--- config.mk ---
export PLATFORM = sky130hd
export DESIGN_NAME = wpn_melee_hit_detect
export DESIGN_NICKNAME = d
export VERILOG_FILES = /design/src/rtl/wpn_melee_hit_detect.sv
export SDC_FILE = /design/constraint.sdc
export NUM_CORES = 1
export LEC_CHECK = 0
export ABC_AREA = 1
export BUFFER_PORTS_ARGS = -buffer_cell sky130_fd_sc_hd__buf_2
export CORE_MARGIN = 8
export CORE_UTILIZATION = 60
export DETAILED_ROUTE_END_ITERATION = 8
export GPL_TIMING_DRIVEN = 0
export PLACE_DENSITY = 0.81
export SKIP_LAST_GASP = 1
export SLEW_MARGIN = 0
export SYNTH_ARGS = -nofsm -noshare
export SYNTH_HDL_FRONTEND = slang
export SYNTH_SLANG_ARGS = --single-unit
--- constraint.sdc ---
create_clock -name clk -period 3.65 [get_ports clk]
set_input_delay 0.365 -clock clk [delete_from_list [all_inputs] [get_ports clk]]
set_output_delay 0.365 -clock clk [all_outputs]
set_load 0.005 [all_outputs]
--- src/rtl/wpn_melee_hit_detect.sv ---
// Melee weapon hit detection.
// Rebuilds the weapon hitbox from the sprite drive signals and tests it
// against one enemy box. A two-stage pipeline (edges, then overlap) feeds
// a per-swing FSM that issues at most one damage event per swing and keeps
// the enemy HP, death flag and invulnerability window.
module wpn_melee_hit_detect #(
  parameter int WPN_W         = 40,
  parameter int WPN_H         = 12,
  parameter int ENEMY_W       = 64,
  parameter int ENEMY_H       = 64,
  parameter int ENEMY_HP_INIT = 100,
  parameter int DAMAGE        = 10,
  parameter int IFRAMES       = 20
) (
  input  logic        clk,
  input  logic        rst,
  input  logic        frame_tick,
  input  logic        attack_active,
  input  logic [11:0] pos_x_wpn_offset,
  input  logic [11:0] pos_y_wpn_offset,
  input  logic [11:0] anim_x_offset,
  input  logic        flip_hor_melee,
  input  logic [11:0] enemy_x,
  input  logic [11:0] enemy_y,
  input  logic        enemy_respawn,
  output logic        hit_pulse,
  output logic [7:0]  enemy_hp,
  output logic        enemy_dead,
  output logic        invuln
);

  // Counter wide enough to hold IFRAMES; at least one bit when IFRAMES is 0.
  localparam int CNT_W = (IFRAMES < 1) ? 1 : $clog2(IFRAMES + 1);

  localparam logic signed [13:0] WPN_W_S   = 14'(WPN_W);
  localparam logic signed [13:0] WPN_H_S   = 14'(WPN_H);
  localparam logic signed [13:0] ENEMY_W_S = 14'(ENEMY_W);
  localparam logic signed [13:0] ENEMY_H_S = 14'(ENEMY_H);
  localparam logic signed [13:0] ONE_S     = 14'sd1;
  localparam logic [7:0]         HP_INIT_C = 8'(ENEMY_HP_INIT);
  localparam logic [7:0]         DMG_C     = 8'(DAMAGE);
  localparam logic [CNT_W-1:0]   IFR_C     = CNT_W'(IFRAMES);

  localparam logic [1:0] S_IDLE  = 2'd0;
  localparam logic [1:0] S_ARMED = 2'd1;
  localparam logic [1:0] S_HIT   = 2'd2;
  localparam logic [1:0] S_SPENT = 2'd3;

  // HP after one hit, floored at zero.
  function automatic logic [7:0] sub_damage(input logic [7:0] hp);
    return (hp <= DMG_C) ? 8'd0 : (hp - DMG_C);
  endfunction

  // Positions are unsigned pixels, the swing offset is signed; all edges
  // are carried as 14-bit signed so boxes may hang off either screen side.
  logic signed [13:0] px_s, py_s, ax_s, ex_s, ey_s;
  assign px_s = $signed({2'b00, pos_x_wpn_offset});
  assign py_s = $signed({2'b00, pos_y_wpn_offset});
  assign ax_s = $signed({{2{anim_x_offset[11]}}, anim_x_offset});
  assign ex_s = $signed({2'b00, enemy_x});
  assign ey_s = $signed({2'b00, enemy_y});

  logic signed [13:0] wl_p1_d, wr_p1_d, wt_p1_d, wb_p1_d;
  logic signed [13:0] el_p1_d, er_p1_d, et_p1_d, eb_p1_d;
  logic signed [13:0] wl_p1_q, wr_p1_q, wt_p1_q, wb_p1_q;
  logic signed [13:0] el_p1_q, er_p1_q, et_p1_q, eb_p1_q;
  logic               tick_p1_d, tick_p1_q;
  logic               overlap_p2_d, overlap_p2_q;
  logic               tick_p2_d, tick_p2_q;

  logic [1:0]       state_d, state_q;
  logic [7:0]       hp_d, hp_q;
  logic             dead_d, dead_q;
  logic [CNT_W-1:0] cnt_d, cnt_q;

  // Stage 1 inputs: weapon edges mirror around the anchor when flipped.
  always_comb begin
    if (flip_hor_melee) begin
      wr_p1_d = px_s - ax_s;
      wl_p1_d = wr_p1_d - WPN_W_S + ONE_S;
    end else begin
      wl_p1_d = px_s + ax_s;
      wr_p1_d = wl_p1_d + WPN_W_S - ONE_S;
    end
    wt_p1_d   = py_s;
    wb_p1_d   = py_s + WPN_H_S - ONE_S;
    el_p1_d   = ex_s;
    er_p1_d   = ex_s + ENEMY_W_S - ONE_S;
    et_p1_d   = ey_s;
    eb_p1_d   = ey_s + ENEMY_H_S - ONE_S;
    tick_p1_d = frame_tick;
  end

  // Stage 2 inputs: inclusive signed box overlap, tick follows alongside.
  always_comb begin
    overlap_p2_d = (wl_p1_q <= er_p1_q) && (wr_p1_q >= el_p1_q) &&
                   (wt_p1_q <= eb_p1_q) && (wb_p1_q >= et_p1_q);
    tick_p2_d    = tick_p1_q;
  end

  // Stage 1 / stage 2 pipeline registers.
  always_ff @(posedge clk or negedge rst) begin
    if (!rst) begin
      wl_p1_q      <= '0;
      wr_p1_q      <= '0;
      wt_p1_q      <= '0;
      wb_p1_q      <= '0;
      el_p1_q      <= '0;
      er_p1_q      <= '0;
      et_p1_q      <= '0;
      eb_p1_q      <= '0;
      tick_p1_q    <= 1'b0;
      overlap_p2_q <= 1'b0;
      tick_p2_q    <= 1'b0;
    end else begin
      wl_p1_q      <= wl_p1_d;
      wr_p1_q      <= wr_p1_d;
      wt_p1_q      <= wt_p1_d;
      wb_p1_q      <= wb_p1_d;
      el_p1_q      <= el_p1_d;
      er_p1_q      <= er_p1_d;
      et_p1_q      <= et_p1_d;
      eb_p1_q      <= eb_p1_d;
      tick_p1_q    <= tick_p1_d;
      overlap_p2_q <= overlap_p2_d;
      tick_p2_q    <= tick_p2_d;
    end
  end

  assign invuln    = (cnt_q != '0);
  assign hit_pulse = (state_q == S_HIT);

  // Swing FSM: one decision per frame tick, one hit per swing.
  always_comb begin
    state_d = state_q;
    case (state_q)
      S_IDLE:  if (attack_active) state_d = S_ARMED;
      S_ARMED: begin
        if (!attack_active)
          state_d = S_IDLE;
        else if (tick_p2_q && overlap_p2_q && !invuln && !dead_q)
          state_d = S_HIT;
      end
      S_HIT:   state_d = S_SPENT;
      S_SPENT: if (!attack_active) state_d = S_IDLE;
      default: state_d = S_IDLE;
    endcase
  end

  // HP, iframe counter and death flag; respawn overrides a same-cycle hit.
  always_comb begin
    hp_d  = hp_q;
    cnt_d = cnt_q;
    if (tick_p2_q && (cnt_q != '0))
      cnt_d = cnt_q - CNT_W'(1);
    if (state_q == S_HIT) begin
      hp_d  = sub_damage(hp_q);
      cnt_d = IFR_C;
    end
    if (enemy_respawn) begin
      hp_d  = HP_INIT_C;
      cnt_d = '0;
    end
    dead_d = (hp_q == 8'd0);
  end

  // Control state registers.
  always_ff @(posedge clk or negedge rst) begin
    if (!rst) begin
      state_q <= S_IDLE;
      hp_q    <= HP_INIT_C;
      dead_q  <= 1'b0;
      cnt_q   <= '0;
    end else begin
      state_q <= state_d;
      hp_q    <= hp_d;
      dead_q  <= dead_d;
      cnt_q   <= cnt_d;
    end
  end

  assign enemy_hp   = hp_q;
  assign enemy_dead = dead_q;

endmodule

==> impl_metrics.env <==
export IMPL_status="completed"
export IMPL_drc=0
export IMPL_cts_reportedPaths_clkPinSlew_ns=0.06
export IMPL_layout_nets=1244
export IMPL_firstDrtPassIters=5
export IMPL_die_h_um=132
export IMPL_cts_tree="built"
export IMPL_rows=42
export IMPL_synthXorXnorAreaFrac_pct=4.03
export IMPL_fill_cells=1011
export IMPL_antennaDiodeCount=0
export IMPL_regToRegStartpoint="el_p1_q[11]"
export IMPL_synth_cell_area_um2=8040
export IMPL_hpwl_um=13800
export IMPL_synthCells=998
export IMPL_synth_avg_cell_area_um2=8.05
export IMPL_rsz0062_at_grt="false"
export IMPL_cts_setup_buffers=0
export IMPL_ys_types=52
export IMPL_route_antenna_remaining_nets=0
export IMPL_synthAdderAreaFrac_pct=13.4
export IMPL_finalPower_w=0.00438
export IMPL_worstMarginPinSlew_ns=0.541
export IMPL_max_cap_violations=0
export IMPL_power_leakage_nw=4.93
export IMPL_dieArea_um2=17400
export IMPL_synth_top_flop_cell="dfrtp_1"
export IMPL_hold_viol=0
export IMPL_ys_ff_latch=121
export IMPL_grt_pass1_wl_um=31700
export IMPL_die_x_um=132
export IMPL_cts_buffers=17
export IMPL_yosys_warnings=0
export IMPL_final_cell_mix="204 x nand2_1, 159 x inv_1, 118 x dfrtp_1, 83 x nor2_1, 83 x ha_1"
export IMPL_routed_wl_um=18300
export IMPL_cts_resized=0
export IMPL_syn_to_final_growth_pct=15.4
export IMPL_hold_buffers=1
export IMPL_clock_fmax_ghz=0.489
export IMPL_post_synth_and_or_nand_nor_area_fraction_pct=26.5
export IMPL_clockBufferDepth=2
export IMPL_period_share_pct=56.0
export IMPL_synth_compound_area_share_pct=8.56
export IMPL_tns_ns=0
export IMPL_syn_nets=1149
export IMPL_worstHoldStart="frame_tick"
export IMPL_grt_pass1_vias=6901
export IMPL_arrival_ns=2.33
export IMPL_async_flop_share_pct=100
export IMPL_coreArea_um2=13100
export IMPL_synth_mux_area_share_pct=0
export IMPL_cts_sinks=121
export IMPL_finalSetupViolCount=0
export IMPL_ir_drop_mv=0.321
export IMPL_layout_drive_gt1_share_pct=18.0
export IMPL_io_buffers=74
export IMPL_synth_top_family_by_area="simple AND/OR/NAND/NOR gates"
export IMPL_synth_edf_count=0
export IMPL_cts_root_buf="clkbuf_16"
export IMPL_h_tree_depth=4
export IMPL_crit_path_max_fanout=4
export IMPL_worstPathRequired_ns=3.94
export IMPL_grt_max_degree=70
export IMPL_finClkSkew_ns=0.00616
export IMPL_crit_start="pos_x_wpn_offset[0]"
export IMPL_ys_seq_area_share_pct=37.7
export IMPL_io_pins=77
export IMPL_drt_iter0_drc=431
export IMPL_p_per_area_nw_per_um2=473
export IMPL_grt_overflow=0
export IMPL_critPathKind="input pin to flip-flop"
export IMPL_antenna_found_initial=0
export IMPL_viasPerCell=5.29
export IMPL_cp_end_kind="flip-flop"
export IMPL_vias=6778
export IMPL_start_kind="input pin"
export IMPL_clkLatencyLatePin_ns=0.41
export IMPL_initial_utilization_pct=61.2
export IMPL_gp_congestion=0.931
export IMPL_fin_crit_ns=2.05
export IMPL_post_route_util_pct=70.6
export IMPL_final_common_cell="nand2_1"
export IMPL_slew_headroom_pct=63.0
export IMPL_groute_usage_overall_pct=22.1
export IMPL_slew_viol_final=0
export IMPL_post_drt_wl_per_cell_um=14.2
export IMPL_hold_class="input pin to flip-flop"
synth_stat cells (7+ instances only):
cell      count  area, um2
a21oi_1      30        150
a31oi_1       7       43.8
dfrtp_1     118       2950
ha_1         83       1040
inv_1       159        597
inv_2        13       48.8
nand2_1     204        766
nand2_2      23        144
nand2_4       7       78.8
nand3_1      77        385
nand3_2       8       80.1
nand4_1      14       87.6
nor2_1       83        312
nor2_2        8       50.1
nor3_1       16       80.1
o211ai_1      9       67.6
o21ai_0      26        130
xnor2_1      13        114
xor2_1       24        210
per-layer routing:
layer | global-route usage [%] | wire length, um
met1 | 26.7 | 8030
met3 | 4.23 | 759
met2 | 37.8 | 8960
met4 | 9.64 | 500
met5 | 0 | 0
registers in the layout, indices dropped and copies added (netlist names):
name	count
tick_p2_q	1
wt_p1_q	12
overlap_p2_q	1
eb_p1_q	13
er_p1_q	13
cnt_q	5
el_p1_q	12
wr_p1_q	14
enemy_hp	7
wb_p1_q	13
tick_p1_q	1
et_p1_q	12
enemy_dead	1
wl_p1_q	14
state_q	2
power breakdown:
group | switching (W) | internal [W] | leakage [nW]
sequential | 0.0000642 | 0.00149 | 1.44
clock | 0.000618 | 0.00108 | 0.276
combinational | 0.000723 | 0.000412 | 3.21
total | 0.00140 | 0.00298 | 4.93
through the flow:
stage | hold WS [ns] | setup WS (ns) | instance area (um2) | instances
final | 0.0563 | 1.60 | 9270 | 1282
after global routing | 0.0468 | 1.37 | 9270 | 1282
after CTS | 0.0452 | 1.63 | 9270 | 1282
after detailed placement | 0.336 | 1.23 | 8660 | 1249
after global placement | 0.333 | 0.819 | 8630 | 1248
after floorplan | 0.0694 | 1.58 | 8040 | 998
critical path, stage by stage:
cell and delay, ns:
buf_2 0.09, ha_1 0.16, inv_1 0.06, fa_1 0.41, nor2_1 0.11, nand2_1 0.08, nand2_2 0.11, nand2_1 0.09
nand2_1 0.13, nand3_2 0.11, nand2_2 0.11, inv_2 0.06, nor2_2 0.19, nand3_1 0.10, nand2_1 0.07, nand3_1 0.08
kinds of logic after synthesis:
group	count (synthesis)
flops	121
other cells	1
compound gates	106
simple gates	456
buf+inv	192
xor+xnor	37
fa+ha+maj	85
cell type report:
class	instances	area (um2)	share of cell area (%)
Multi-Input combinational cell	685	4230	45.6
Sequential cell	121	3030	32.7
Inverter	177	671	7.23
Clock buffer	19	433	4.67
Timing Repair Buffer	76	414	4.47
Tap cell	176	220	2.37
Clock inverter	13	171	1.85
Buffer	15	108	1.16
final timing paths:
kind	slack, ns	to	depth (start not counted)
max	1.60	wr_p1_q[13]	16
min	0.06	tick_p1_q	1
max reg2reg	1.87	overlap_p2_q	8
min reg2reg	0.35	tick_p2_q	0
max in group asynchronous	2.45	enemy_hp[6]	3
min in group asynchronous	0.48	wr_p1_q[4]	2
No activity file was read; power rests on OpenSTA's default activity.
